[src/rtl/imem_port_arbiter_if.sv]
// Requester/memory bus of imem_port_arbiter: fetch port, loader port, instruction memory port.
// slave = arbiter side, master = requesters plus memory.
interface imem_port_arbiter_if;
    logic        f_req;
    logic [31:0] f_addr;
    logic        f_gnt;
    logic        f_rvalid;
    logic [31:0] f_rdata;
    logic        f_err;
    logic        l_req;
    logic        l_we;
    logic        l_lock;
    logic [31:0] l_addr;
    logic [31:0] l_wdata;
    logic        l_gnt;
    logic        l_rvalid;
    logic [31:0] l_rdata;
    logic        l_err;
    logic [31:0] mem_addr;
    logic        mem_we;
    logic [31:0] mem_wdata;
    logic [31:0] mem_rdata;

    modport slave (
        input  f_req, f_addr, l_req, l_we, l_lock, l_addr, l_wdata, mem_rdata,
        output f_gnt, f_rvalid, f_rdata, f_err, l_gnt, l_rvalid, l_rdata, l_err,
               mem_addr, mem_we, mem_wdata
    );

    modport master (
        output f_req, f_addr, l_req, l_we, l_lock, l_addr, l_wdata, mem_rdata,
        input  f_gnt, f_rvalid, f_rdata, f_err, l_gnt, l_rvalid, l_rdata, l_err,
               mem_addr, mem_we, mem_wdata
    );
endinterface

[src/rtl/imem_port_arbiter.sv]
// Arbitrates one instruction-memory port between CPU fetch and the loader/debug port.
// Optional IMEM_ARB_STATS_EN adds fetch-accept and fetch-stall counters.
module imem_port_arbiter #(
    parameter int DEPTH_W    = 8,
    parameter int STARVE_MAX = 4
) (
    input  logic clk,
    input  logic rst_n,
    imem_port_arbiter_if.slave bus,
    output logic locked
`ifdef IMEM_ARB_STATS_EN
    ,
    output logic [31:0] stat_fetch_cnt,
    output logic [31:0] stat_stall_cnt
`endif
);
    localparam int CW = ($clog2(STARVE_MAX + 1) > 3) ? $clog2(STARVE_MAX + 1) : 3;

    typedef enum logic {ARB, LOCKED} state_t;

    state_t        state, state_nxt;
    logic [CW-1:0] starve_cnt, starve_nxt;
    logic          f_gnt, l_gnt;
    logic          f_ok, l_ok, f_acc, l_acc;
    logic          f_rvalid, f_err, l_rvalid, l_err;
    logic [31:0]   f_rdata, l_rdata;

    assign f_ok  = (bus.f_addr[1:0] == 2'b00) && (bus.f_addr[31:DEPTH_W+2] == '0);
    assign l_ok  = (bus.l_addr[1:0] == 2'b00) && (bus.l_addr[31:DEPTH_W+2] == '0);
    assign f_acc = bus.f_req & f_gnt;
    assign l_acc = bus.l_req & l_gnt;

    always_comb begin
        f_gnt      = 1'b0;
        l_gnt      = 1'b0;
        state_nxt  = state;
        starve_nxt = starve_cnt;
        case (state)
            ARB: begin
                if (bus.f_req && bus.l_req) begin
                    if (starve_cnt == CW'(STARVE_MAX)) l_gnt = 1'b1;
                    else                               f_gnt = 1'b1;
                end else begin
                    f_gnt = bus.f_req;
                    l_gnt = bus.l_req;
                end
                // counts only contended cycles the loader lost; saturates at STARVE_MAX
                if (!bus.l_req || l_gnt)
                    starve_nxt = '0;
                else if (starve_cnt != CW'(STARVE_MAX))
                    starve_nxt = starve_cnt + CW'(1);
                if (l_acc && bus.l_lock) state_nxt = LOCKED;
            end
            LOCKED: begin
                l_gnt      = bus.l_req;
                starve_nxt = '0;
                if (!bus.l_lock) state_nxt = ARB;
            end
            default: state_nxt = ARB;
        endcase
    end

    always_ff @(posedge clk or negedge rst_n) begin
        if (!rst_n) begin
            state      <= ARB;
            starve_cnt <= '0;
        end else begin
            state      <= state_nxt;
            starve_cnt <= starve_nxt;
        end
    end

    // Read data is captured at the accept edge so mem_rdata never reaches an output combinationally.
    always_ff @(posedge clk or negedge rst_n) begin
        if (!rst_n) begin
            f_rvalid <= 1'b0;
            f_rdata  <= '0;
            f_err    <= 1'b0;
            l_rvalid <= 1'b0;
            l_rdata  <= '0;
            l_err    <= 1'b0;
        end else begin
            f_rvalid <= f_acc;
            f_err    <= f_acc & ~f_ok;
            if (f_acc) f_rdata <= f_ok ? bus.mem_rdata : '0;
            l_rvalid <= l_acc;
            l_err    <= l_acc & ~l_ok;
            if (l_acc) l_rdata <= (l_ok && !bus.l_we) ? bus.mem_rdata : '0;
        end
    end

`ifdef IMEM_ARB_STATS_EN
    always_ff @(posedge clk or negedge rst_n) begin
        if (!rst_n) begin
            stat_fetch_cnt <= '0;
            stat_stall_cnt <= '0;
        end else begin
            if (f_acc)                 stat_fetch_cnt <= stat_fetch_cnt + 32'd1;
            if (bus.f_req && !f_gnt)   stat_stall_cnt <= stat_stall_cnt + 32'd1;
        end
    end
`endif

    assign bus.f_gnt     = f_gnt;
    assign bus.l_gnt     = l_gnt;
    assign bus.f_rvalid  = f_rvalid;
    assign bus.f_rdata   = f_rdata;
    assign bus.f_err     = f_err;
    assign bus.l_rvalid  = l_rvalid;
    assign bus.l_rdata   = l_rdata;
    assign bus.l_err     = l_err;
    assign bus.mem_addr  = l_gnt ? bus.l_addr : bus.f_addr;
    assign bus.mem_wdata = l_gnt ? bus.l_wdata : '0;
    assign bus.mem_we    = l_gnt & bus.l_we & l_ok;
    assign locked        = (state == LOCKED);
endmodule

[src/flat_wrapper.sv]
// flat-port wrapper written by rule: the top's interface ports become plain ports
module imem_port_arbiter_flat 
#(
    parameter int DEPTH_W    = 8,
    parameter int STARVE_MAX = 4
)
  (clk, rst_n, locked, bus_f_req, bus_f_addr, bus_l_req, bus_l_we, bus_l_lock, bus_l_addr, bus_l_wdata, bus_mem_rdata, bus_f_gnt, bus_f_rvalid, bus_f_rdata, bus_f_err, bus_l_gnt, bus_l_rvalid, bus_l_rdata, bus_l_err, bus_mem_addr, bus_mem_we, bus_mem_wdata);
  imem_port_arbiter_if bus_i ();
  input  logic clk;
  input  logic rst_n;
  output logic locked;
  input wire logic [$bits(bus_i.f_req)-1:0] bus_f_req;
  input wire logic [$bits(bus_i.f_addr)-1:0] bus_f_addr;
  input wire logic [$bits(bus_i.l_req)-1:0] bus_l_req;
  input wire logic [$bits(bus_i.l_we)-1:0] bus_l_we;
  input wire logic [$bits(bus_i.l_lock)-1:0] bus_l_lock;
  input wire logic [$bits(bus_i.l_addr)-1:0] bus_l_addr;
  input wire logic [$bits(bus_i.l_wdata)-1:0] bus_l_wdata;
  input wire logic [$bits(bus_i.mem_rdata)-1:0] bus_mem_rdata;
  output wire logic [$bits(bus_i.f_gnt)-1:0] bus_f_gnt;
  output wire logic [$bits(bus_i.f_rvalid)-1:0] bus_f_rvalid;
  output wire logic [$bits(bus_i.f_rdata)-1:0] bus_f_rdata;
  output wire logic [$bits(bus_i.f_err)-1:0] bus_f_err;
  output wire logic [$bits(bus_i.l_gnt)-1:0] bus_l_gnt;
  output wire logic [$bits(bus_i.l_rvalid)-1:0] bus_l_rvalid;
  output wire logic [$bits(bus_i.l_rdata)-1:0] bus_l_rdata;
  output wire logic [$bits(bus_i.l_err)-1:0] bus_l_err;
  output wire logic [$bits(bus_i.mem_addr)-1:0] bus_mem_addr;
  output wire logic [$bits(bus_i.mem_we)-1:0] bus_mem_we;
  output wire logic [$bits(bus_i.mem_wdata)-1:0] bus_mem_wdata;
  assign bus_i.f_req = bus_f_req;
  assign bus_i.f_addr = bus_f_addr;
  assign bus_i.l_req = bus_l_req;
  assign bus_i.l_we = bus_l_we;
  assign bus_i.l_lock = bus_l_lock;
  assign bus_i.l_addr = bus_l_addr;
  assign bus_i.l_wdata = bus_l_wdata;
  assign bus_i.mem_rdata = bus_mem_rdata;
  assign bus_f_gnt = bus_i.f_gnt;
  assign bus_f_rvalid = bus_i.f_rvalid;
  assign bus_f_rdata = bus_i.f_rdata;
  assign bus_f_err = bus_i.f_err;
  assign bus_l_gnt = bus_i.l_gnt;
  assign bus_l_rvalid = bus_i.l_rvalid;
  assign bus_l_rdata = bus_i.l_rdata;
  assign bus_l_err = bus_i.l_err;
  assign bus_mem_addr = bus_i.mem_addr;
  assign bus_mem_we = bus_i.mem_we;
  assign bus_mem_wdata = bus_i.mem_wdata;
  imem_port_arbiter #(.DEPTH_W(DEPTH_W), .STARVE_MAX(STARVE_MAX)) u_core (.clk(clk), .rst_n(rst_n), .bus(bus_i), .locked(locked));
endmodule
[config.mk]
export PLATFORM = sky130hd
export DESIGN_NAME = imem_port_arbiter_flat
export DESIGN_NICKNAME = d
export VERILOG_FILES = /design/src/rtl/imem_port_arbiter_if.sv /design/src/rtl/imem_port_arbiter.sv /design/src/flat_wrapper.sv
export SDC_FILE = /design/constraint.sdc
export NUM_CORES = 1
export LEC_CHECK = 0
export BUFFER_PORTS_ARGS = -buffer_cell sky130_fd_sc_hd__buf_2
export CORE_AREA = 2 2 104 106
export DETAILED_ROUTE_END_ITERATION = 10
export DIE_AREA = 0 0 106 108
export PLACE_DENSITY_LB_ADDON = 0.25
export REMOVE_ABC_BUFFERS = 1
export SKIP_LAST_GASP = 1
export SYNTH_ARGS = -nofsm -noshare
export SYNTH_HDL_FRONTEND = slang
export SYNTH_SLANG_ARGS = --single-unit
[constraint.sdc]
create_clock -name clk -period 1.66 [get_ports clk]
set_input_delay 0.166 -clock clk [delete_from_list [all_inputs] [get_ports clk]]
set_output_delay 0.166 -clock clk [all_outputs]
set_load 0.05 [all_outputs]
==> flow_summary.json, run 1 <==
{
  "start_util": 0.368,
  "crit_type": "register to output pin",
  "insertion_delay_ps": 340,
  "min_period_over_period": 1.33,
  "hold_depth": 3,
  "layout.nets": 804,
  "syn-cell-area_mm2": 0.00376,
  "die_area_mm2": 0.0114,
  "post-route-cell-area_mm2": 0.00699,
  "min-delay-start": "bus_mem_rdata[12]",
  "startpoint_type": "register",
  "timing.rr.end": "u_core.bus.l_rdata[21]",
  "cts_root_buffer": "clkbuf_8",
  "slew_headroom": 0.619,
  "core_area_mm2": 0.0102,
  "syn_to_final_growth_pct": 85.9,
  "grt_max_degree": 35,
  "post-route-util": 0.684,
  "num_vias": 4105,
  "peakVddDrop_uv": 390,
  "worstPathMaxFanout": 8,
  "htreeDepth": 3,
  "grt_use_met3": 0.0808,
  "place_area_mm2": 0.00548,
  "setup_ws_ps": -550,
  "maxCapViolations": 0,
  "ys_ff_latch": 72,
  "synth_cell_types": 29,
  "grt_pass1_vias": 4364,
  "met2_usage": 0.451,
  "use_met1": 0.304,
  "hold_path_class": "input pin to register",
  "arrival_ps": 2040,
  "slew_violations": 0,
  "gr-total-overflow": 0,
  "finalCriticalPeriod_ps": 2210,
  "drive_above_1_share": 0.662,
  "r2r-start": "u_core.starve_cnt[1]",
  "routedWlPerCell_um": 19.6,
  "numCtsBuffers": 9,
  "timing.clock.skew_ps": 6.37,
  "drt_iter0_drc": 263,
  "viasPerCell": 5.06,
  "violations": "negative setup slack",
  "final_cells": 812,
  "grt_pass1_wl_um": 23300,
  "r2r_slack_ps": -110,
  "yosysSeqAreaShare": 0.479,
  "whs_ps": 60.6,
  "pwr_density_cell_mw_per_mm2": 741,
  "run_status": "complete, but fails checks",
  "critical_path_required_ps": 1490,
  "tightestPinTransition_ps": 571,
  "max_freq_ghz": 0.453,
  "rsz0062_at_grt": "true",
  "drt-total-wl_um": 15900,
  "tritoncts": "done",
  "reg2reg_depth": 13,
  "cts.clk_slew.worst_paths_ps": 80,
  "final-setup-viol-count": 73,
  "clkSinkCount": 72,
  "finalHoldViolations": 0,
  "end_kind": "output pin",
  "grt.busiest_layer": "met2",
  "dr.pass1.iters": 4,
  "placedCellCount": 769,
  "num-fill-cells": 775,
  "postRouteAntennaNets": 0,
  "rows": 37,
  "final-seq-area_mm2": 0.00180,
  "p_leak_nw": 3.64,
  "avgSynthCellArea_um2": 10.3,
  "grt_util_all_layers": 0.268,
  "min_to": "u_core.bus.f_rdata[12]",
  "antenna_found_initial": 3,
  "tns_ps": -31230,
  "drc": 0,
  "fp.dieH_um": 108,
  "io_pins": 270,
  "clock_tree.buffer_depth": 2,
  "postSynthCellCount": 364,
  "dp_hpwl_um": 10700,
  "portBuffers": 269,
  "gp_congestion": 0.920,
  "multi_input_area_mm2": 0.00207,
  "die_w_um": 106,
  "yosysWarningCount": 0
}
## registers in the layout, indices dropped and copies added, names as in the netlist
register and cells:
u_core.bus.l_err 1, u_core.bus.l_rdata 32, u_core.starve_cnt 3, u_core.bus.l_rvalid 1, u_core.bus.f_err 1, u_core.bus.f_rdata 32, u_core.bus.f_rvalid 1, u_core.locked 1
## cells in the final DEF (no fill, tap or decap), types with 5 or more instances in the layout
master,Yosys,routed
mux2_4,0,32
o2bb2ai_2,30,29
buf_12,3,17
buf_6,1,18
buf_8,0,60
dfrtp_1,72,72
nand2_4,0,7
buf_4,1,17
and2_4,0,32
nand2_1,99,89
clkbuf_8,0,9
o21ai_0,29,29
nor2_1,5,5
nor4_1,11,11
buf_2,6,203
## final cells by class
cell class                      count  share of cell area
Antenna cell                        4             0.00143
Timing Repair Buffer              319               0.383
Clock buffer                        9              0.0177
Clock inverter                      6              0.0156
Sequential cell                    72               0.258
Inverter                            6             0.00429
Multi-Input combinational cell    260               0.296
Tap cell                          136              0.0243
## metrics by stage
stage / power (mW) / setup WS [ps]
global placement: 3.01 / -183
finish: 5.18 / -550
CTS: 5.14 / -525
floorplan: 2.51 / -1610
global route: 5.36 / -637
detailed placement: 3.02 / -233
## critical path, cell delays in order, from the launching register on
cell,delay [ps]
dfrtp_1,390
inv_1,70
ha_2,180
nand2_2,70
nand3_4,90
nand2_4,70
inv_8,100
buf_12,120
buf_16,130
mux2_4,320
buf_8,150
## per-layer routing
metal / vias up / part of all wire
li1: 1862 / -
met1: 1978 / 0.37
met2: 203 / 0.51
met3: 62 / 0.072
met4: 0 / 0.052
met5: - / 0
## kinds of logic after synthesis
group / Yosys count / synth area share
AO/OA/AOI/OAI: 65 / 0.168
XOR/XNOR: 1 / 0.00233
AND/OR/NAND/NOR: 160 / 0.198
adder cells (fa/ha/maj): 2 / 0.00665
flip-flops: 72 / 0.479
multiplexers: 32 / 0.0958
buffers and inverters: 32 / 0.0499
## what timing repair did
action	in CTS	in global routing
endpoints found under the setup margin	67	121
pin swaps	24	22
endpoints found under the hold margin	19	0
hold buffers	1	0
gates cloned	4	0
gates resized for setup	257	39
buffers inserted	14	7
## how the worst max path moves through the flow
stage | startpoint | to | slack (ps) | cells past startpoint
global route | u_core.starve_cnt[0] | bus_mem_addr[19] | -640 | 10
finish | u_core.starve_cnt[1] | bus_mem_addr[19] | -550 | 10
CTS | u_core.starve_cnt[1] | bus_mem_addr[23] | -530 | 10
detailed placement | u_core.starve_cnt[0] | bus_mem_addr[21] | -230 | 9
floorplan | u_core.locked | bus_mem_we | -1610 | 5
global placement | u_core.starve_cnt[0] | bus_mem_addr[21] | -180 | 9
## cells in the mapped netlist (all sizes together)
cell type / n / area share
and2: 34 / 0.057
nand4: 1 / 0.0017
and4: 1 / 0.0023
mux2: 32 / 0.096
nor4: 12 / 0.022
xnor2: 1 / 0.0023
dfrtp: 72 / 0.48
nand2: 100 / 0.10
clkbuf: 15 / 0.015
nor2: 5 / 0.0050
nor2b: 1 / 0.0017
inv: 5 / 0.0050
ha: 2 / 0.0067
and3: 2 / 0.0033
or3: 1 / 0.0017
clkinv: 1 / 0.0010
buf: 11 / 0.029
nand3: 3 / 0.0040
o21ai: 33 / 0.044
o2bb2ai: 32 / 0.12
## report_power, final
part | switching [mW] | internal, mW
Combinational | 0.968 | 0.798
Clock | 0.660 | 0.988
Sequential | 0.00381 | 1.76
Total | 1.63 | 3.55
(Power assumes the default switching activity.)
==> run 2: changes to the inputs <==
--- a/config.mk
+++ b/config.mk
@@ -9,9 +9,8 @@
 export CORE_AREA = 2 2 104 106
 export DETAILED_ROUTE_END_ITERATION = 10
 export DIE_AREA = 0 0 106 108
-export PLACE_DENSITY_LB_ADDON = 0.25
+export PLACE_DENSITY_LB_ADDON = 0.05
 export REMOVE_ABC_BUFFERS = 1
-export SKIP_LAST_GASP = 1
 export SYNTH_ARGS = -nofsm -noshare
 export SYNTH_HDL_FRONTEND = slang
 export SYNTH_SLANG_ARGS = --single-unit
==> run 2 against run 1 <==
  * The run still ends with negative setup slack left
  * Register-to-register slack lost 420 ps
  * First-iteration DRC count shrank 40%
  * Largest power group unchanged
  * Total power shrank 2.3%
  * Critical path type is now register to register
  * Flip-flop and latch count is the same
  * Clock skew grew 2.8 ps
  * Largest cell class unchanged
  * Core utilization grew 0.59 points
==> flow_summary.json, run 2 (same netlist as run 1, synthesis figures left out) <==
{
  "drt-total-wl_um": 15200,
  "min_period_over_period": 1.32,
  "grt_util_all_layers": 0.248,
  "peakVddDrop_uv": 555,
  "cts_root_buffer": "clkbuf_8",
  "syn_to_final_growth_pct": 87.5,
  "rows": 37,
  "tns_ps": -29390,
  "max_freq_ghz": 0.457,
  "io_pins": 270,
  "min_to": "u_core.bus.f_rdata[7]",
  "drc": 0,
  "min-delay-start": "bus_mem_rdata[7]",
  "viasPerCell": 4.93,
  "place_area_mm2": 0.00547,
  "critPathSlowestCell": "dfrtp_1",
  "hold_depth": 3,
  "core_area_mm2": 0.0102,
  "reg2reg_depth": 15,
  "path_buf_inv": 11,
  "crit_chain": "inv_1, ha_2, nand2_2, nand3_4, buf_4, buf_4, buf_4, buf_4, buf_4, buf_4, buf_4, buf_4, buf_4, buf_4, nor2_4",
  "crit_family": "buffers and inverters",
  "post-route-cell-area_mm2": 0.00705,
  "r2r_slack_ps": -530,
  "whs_ps": 58.5,
  "pwr-share-clk": 0.302,
  "slew_violations": 0,
  "tritoncts": "done",
  "layout.nets": 813,
  "end_kind": "register",
  "run_status": "complete, but fails checks",
  "num_vias": 4036,
  "diodes": 0,
  "timing.clock.skew_ps": 9.18,
  "gr-total-overflow": 0,
  "dp_hpwl_um": 10500,
  "cp_slowest_stage_delay_ps": 350,
  "gp_congestion": 0.831,
  "final_cell_mix": "buf_2, nand2_1, dfrtp_1",
  "r2r-start": "u_core.starve_cnt[1]",
  "p_switching_mw": 1.65,
  "numCtsBuffers": 9,
  "tightestPinTransition_ps": 411,
  "worstPathMaxFanout": 2,
  "start_util": 0.368,
  "antenna_found_initial": 0,
  "final-setup-viol-count": 79,
  "p_leak_nw": 3.66,
  "grt_pass1_wl_um": 22000,
  "setup_ws_ps": -529,
  "crit_type": "register to register",
  "rsz0062_at_grt": "true",
  "p_int_mw": 3.41,
  "startpoint_type": "register",
  "routedWlPerCell_um": 18.6,
  "die_area_mm2": 0.0114,
  "finalCriticalPeriod_ps": 2190,
  "arrival_ps": 2460,
  "postRouteAntennaNets": 0,
  "die_w_um": 106,
  "grt_max_degree": 35,
  "timing.rr.end": "u_core.starve_cnt[0]",
  "reg_top3": "u_core.bus.f_rdata (32), u_core.bus.l_rdata (32), u_core.starve_cnt (3)",
  "htreeDepth": 3,
  "clkSinkCount": 72,
  "slew_headroom": 0.726,
  "finalHoldViolations": 0,
  "drive_above_1_share": 0.686,
  "grt_pass1_vias": 4112,
  "violations": "negative setup slack",
  "pwr_density_cell_mw_per_mm2": 717,
  "combPwrFrac": 0.349,
  "fp.dieH_um": 108,
  "crit_top_cell": "buf_4",
  "critical_path_required_ps": 1930,
  "drt_iter0_drc": 157,
  "portBuffers": 269,
  "seq_power_share": 0.349,
  "clock_tree.buffer_depth": 2,
  "hold_path_class": "input pin to register",
  "maxCapViolations": 0,
  "insertion_delay_ps": 340,
  "switching_share": 0.325,
  "post-route-util": 0.689,
  "layout_commonest_cell": "buf_2",
  "dr.pass1.iters": 4,
  "cts.clk_slew.worst_paths_ps": 80
}
## run 2: cell count changes in the layout (fill, tap and decap cells not counted), moves of 9 or more
cell and delta:
buf_4 +13, o21ai_0 -17, o21ai_1 +16, buf_6 +10
nand2_1 -9, buf_8 -13
## run 2: routing by layer
| layer | vias up | GRT usage | share of wire |
|---|---|---|---|
| li1 | 1878 | - | - |
| met1 | 1931 | 0.297 | 0.38 |
| met2 | 189 | 0.441 | 0.53 |
| met3 | 38 | 0.0470 | 0.058 |
| met4 | 0 | 0.0959 | 0.036 |
| met5 | - | 0 | 0 |
## run 2: through the flow
step / power (mW) / std cells / worst slack, ps
6_report: 5.06 / 818 / -529
5_1_grt: 5.25 / 818 / -591
4_1_cts: 4.83 / 803 / -490
3_5_place_dp: 3.02 / 769 / -239
3_3_place_gp: 3.01 / 769 / -204
2_1_floorplan: 2.51 / 338 / -1610
## run 2: timing repair
item | 4_1_cts | 5_1_grt
cloned | 2 | 4
pin swaps | 20 | 27
gates resized for setup | 178 | 144
setup endpoints to repair | 80 | 107
hold buffers | 1 | 0
hold endpoints to repair | 24 | 0
buffers inserted | 15 | 13
## run 2: worst max path at each step
stage,cells after the start,slack (ps),from,end
3_5_place_dp,9,-240,u_core.starve_cnt[1],bus_mem_addr[13]
5_1_grt,15,-590,u_core.starve_cnt[1],u_core.starve_cnt[0]
6_report,15,-530,u_core.starve_cnt[1],u_core.starve_cnt[0]
2_1_floorplan,5,-1610,u_core.locked,bus_mem_we
4_1_cts,9,-490,u_core.starve_cnt[0],bus_mem_addr[9]
3_3_place_gp,9,-200,u_core.starve_cnt[0],bus_mem_addr[13]
## run 2: power by group through the flow
stage | registers (mW) | logic (mW) | clock network, mW
after floorplan | 1.83 | 0.673 | 0
after global placement | 1.80 | 1.21 | 0
after detailed placement | 1.80 | 1.22 | 0
after CTS | 1.77 | 1.50 | 1.56
after global routing | 1.77 | 1.84 | 1.65
final | 1.77 | 1.76 | 1.53
## run 2: cell type report
class	instances	area (um2)
Timing Repair Buffer	328	2720
Clock inverter	6	92.6
Inverter	6	38.8
Tap cell	136	170
Fill cell	797	3180
Multi-Input combinational cell	260	2110
Clock buffer	10	128
Sequential cell	72	1800
## run 2: worst reg2reg max path, stage by stage, from the launching register on
cell     delay [ps]
dfrtp_1         350
inv_1            50
ha_2            190
nand2_2          90
nand3_4          90
buf_4           150
buf_4           120
buf_4           130
buf_4           130
buf_4           130
buf_4           120
buf_4           120
buf_4           130
buf_4           120
buf_4           140
nor2_4           80
==> run 3: changes to the inputs <==
==> constraint.sdc (replaced) <==
create_clock -name clk -period 1.66 [get_ports clk]
set_input_delay 0.166 -clock clk [delete_from_list [all_inputs] [get_ports clk]]
set_output_delay 0.166 -clock clk [all_outputs]
set_load 0.1 [all_outputs]
==> run 3 against run 2 <==
  * Critical path type is now register to output pin
  * Die area is the same
  * The run still ends with negative setup slack left
  * Non-clock buffer count shrank 7
  * Sequential share of layout area shrank 1.1 points
  * Maximum frequency is essentially flat
  * Setup slack gained 1.0 ps
  * Count of clock-buffer cells in the layout is the same
  * Highest routed layer unchanged
  * Largest cell class unchanged
==> flow_summary.json, run 3 (same netlist as run 1, synthesis figures left out) <==
{
  "run_status": "complete, but fails checks",
  "violations": "negative setup slack",
  "viasPerCell": 4.81,
  "tritoncts": "done",
  "grt_util_all_layers": 0.253,
  "numCtsBuffers": 9,
  "worstPathMaxFanout": 6,
  "final_cell_mix": "buf_2, buf_12, nand2_1",
  "antenna_found_initial": 0,
  "p_leak_nw": 3.74,
  "setup_ws_ps": -528,
  "routedWlPerCell_um": 18.9,
  "cp_slowest_stage_delay_ps": 410,
  "gp_congestion": 0.868,
  "crit_type": "register to output pin",
  "finalHoldViolations": 0,
  "multi_input_area_mm2": 0.00215,
  "portBuffers": 269,
  "drive_above_1_share": 0.698,
  "die_w_um": 106,
  "arrival_ps": 2020,
  "gr-total-overflow": 0,
  "critical_path_required_ps": 1490,
  "core_area_mm2": 0.0102,
  "totalPowerFinal_mw": 5.37,
  "io_pins": 270,
  "hold_path_class": "input pin to register",
  "grt_pass1_wl_um": 22100,
  "syn_to_final_growth_pct": 95.6,
  "post-route-cell-area_mm2": 0.00736,
  "start_util": 0.368,
  "cts.clk_slew.worst_paths_ps": 80,
  "placedCellCount": 767,
  "num-fill-cells": 765,
  "grt_pass1_vias": 4034,
  "rows": 37,
  "dr.pass1.iters": 4,
  "crit_start": "u_core.starve_cnt[0]",
  "layout_commonest_cell": "buf_2",
  "peakVddDrop_uv": 431,
  "rsz0062_at_grt": "true",
  "layout.nets": 806,
  "drt_iter0_drc": 134,
  "fp.dieH_um": 108,
  "place_area_mm2": 0.00638,
  "tightestPinTransition_ps": 578,
  "post-route-util": 0.719,
  "num_vias": 3899,
  "reg_top3": "u_core.bus.f_rdata (32), u_core.bus.l_rdata (32), u_core.starve_cnt (3)",
  "final_cells": 811,
  "drc": 0,
  "die_area_mm2": 0.0114,
  "drt-total-wl_um": 15300,
  "cts_root_buffer": "clkbuf_8",
  "end_kind": "output pin",
  "insertion_delay_ps": 340,
  "r2r-start": "u_core.starve_cnt[0]",
  "slew_violations": 0,
  "pwr_density_cell_mw_per_mm2": 729,
  "crit_chain": "inv_2, ha_4, nand2_4, nand3_4, nand2_4, inv_8, buf_12, buf_16, mux2_4, buf_12",
  "clock_tree.buffer_depth": 2,
  "htreeDepth": 3,
  "max_freq_ghz": 0.457,
  "startpoint_type": "register",
  "whs_ps": 58.4,
  "slew_headroom": 0.615,
  "maxCapViolations": 0,
  "min-delay-start": "bus_mem_rdata[3]",
  "final-seq-area_mm2": 0.00180,
  "dp_hpwl_um": 11200,
  "final-setup-viol-count": 91,
  "diodes": 0,
  "grt_max_degree": 42,
  "finalCriticalPeriod_ps": 2190,
  "min_period_over_period": 1.32,
  "timing.clock.skew_ps": 6.39,
  "clkSinkCount": 72,
  "postRouteAntennaNets": 0,
  "critPathSlowestCell": "dfrtp_1"
}
## run 3: changes by cell type in the layout (fill, tap and decap cells not counted), sizes merged
cell / before / now
bufinv: 2 / 0
clkbuf: 14 / 13
buf: 323 / 316
clkinv: 2 / 5
clkinvlp: 3 / 2
bufbuf: 0 / 1
## run 3: worst paths after layout
path / end / slack [ps] / depth (start not counted)
setup / recovery: bus_mem_addr[11] / -530 / 10
hold / removal: u_core.bus.l_rdata[3] / 60 / 3
setup reg to reg: u_core.starve_cnt[0] / -470 / 15
hold reg to reg: u_core.bus.f_rdata[16] / 480 / 2
max in group asynchronous: u_core.bus.l_rdata[5] / 780 / 3
min in group asynchronous: u_core.bus.f_rdata[28] / 300 / 2
## run 3: layout make-up
type | instances | share of cell area
flip-flops and latches | 72 | 0.245
multi-input cells | 260 | 0.292
clock inverters | 6 | 0.00493
well taps | 136 | 0.0231
clock buffers | 10 | 0.0173
repair buffers | 321 | 0.413
inverters | 6 | 0.00493
## run 3: what timing repair did
| item | 4_1_cts | 5_1_grt |
|---|---|---|
| endpoints found under the hold margin | 31 | 0 |
| pin swaps | 8 | 13 |
| buffers inserted | 14 | 9 |
| endpoints found under the setup margin | 67 | 131 |
| resized for setup | 70 | 74 |
| gates cloned | 3 | 3 |
| hold buffers | 1 | 0 |
## run 3: routing by layer
metal	wire, um	global-route usage	part of all wire
met3	1080	0.0681	0.070
met5	0	0	0
met4	443	0.0912	0.029
met1	5850	0.283	0.38
met2	7940	0.466	0.52
## run 3: critical path: cells and delay by family (launching register included)
family	cells	cell delay, ps
multiplexers	1	310
adder cells (fa/ha/maj)	1	140
AND/OR/NAND/NOR	3	220
buffers and inverters	5	580
flip-flops	1	410
## run 3: where the power goes
| group | total [mW] | switching (mW) | leakage [nW] | internal, mW |
|---|---|---|---|---|
| Sequential | 1.77 | 0.00562 | 0.998 | 1.76 |
| Clock | 1.18 | 0.646 | 0.0858 | 0.535 |
| Combinational | 2.42 | 1.47 | 2.66 | 0.947 |
| Total | 5.37 | 2.12 | 3.74 | 3.24 |
## run 3: per-stage QoR
step | setup TNS, ps | worst slack [ps]
3_3_place_gp | -10450 | -172
3_5_place_dp | -11130 | -196
2_1_floorplan | -247260 | -2450
6_report | -31670 | -528
5_1_grt | -37460 | -594
4_1_cts | -32460 | -540
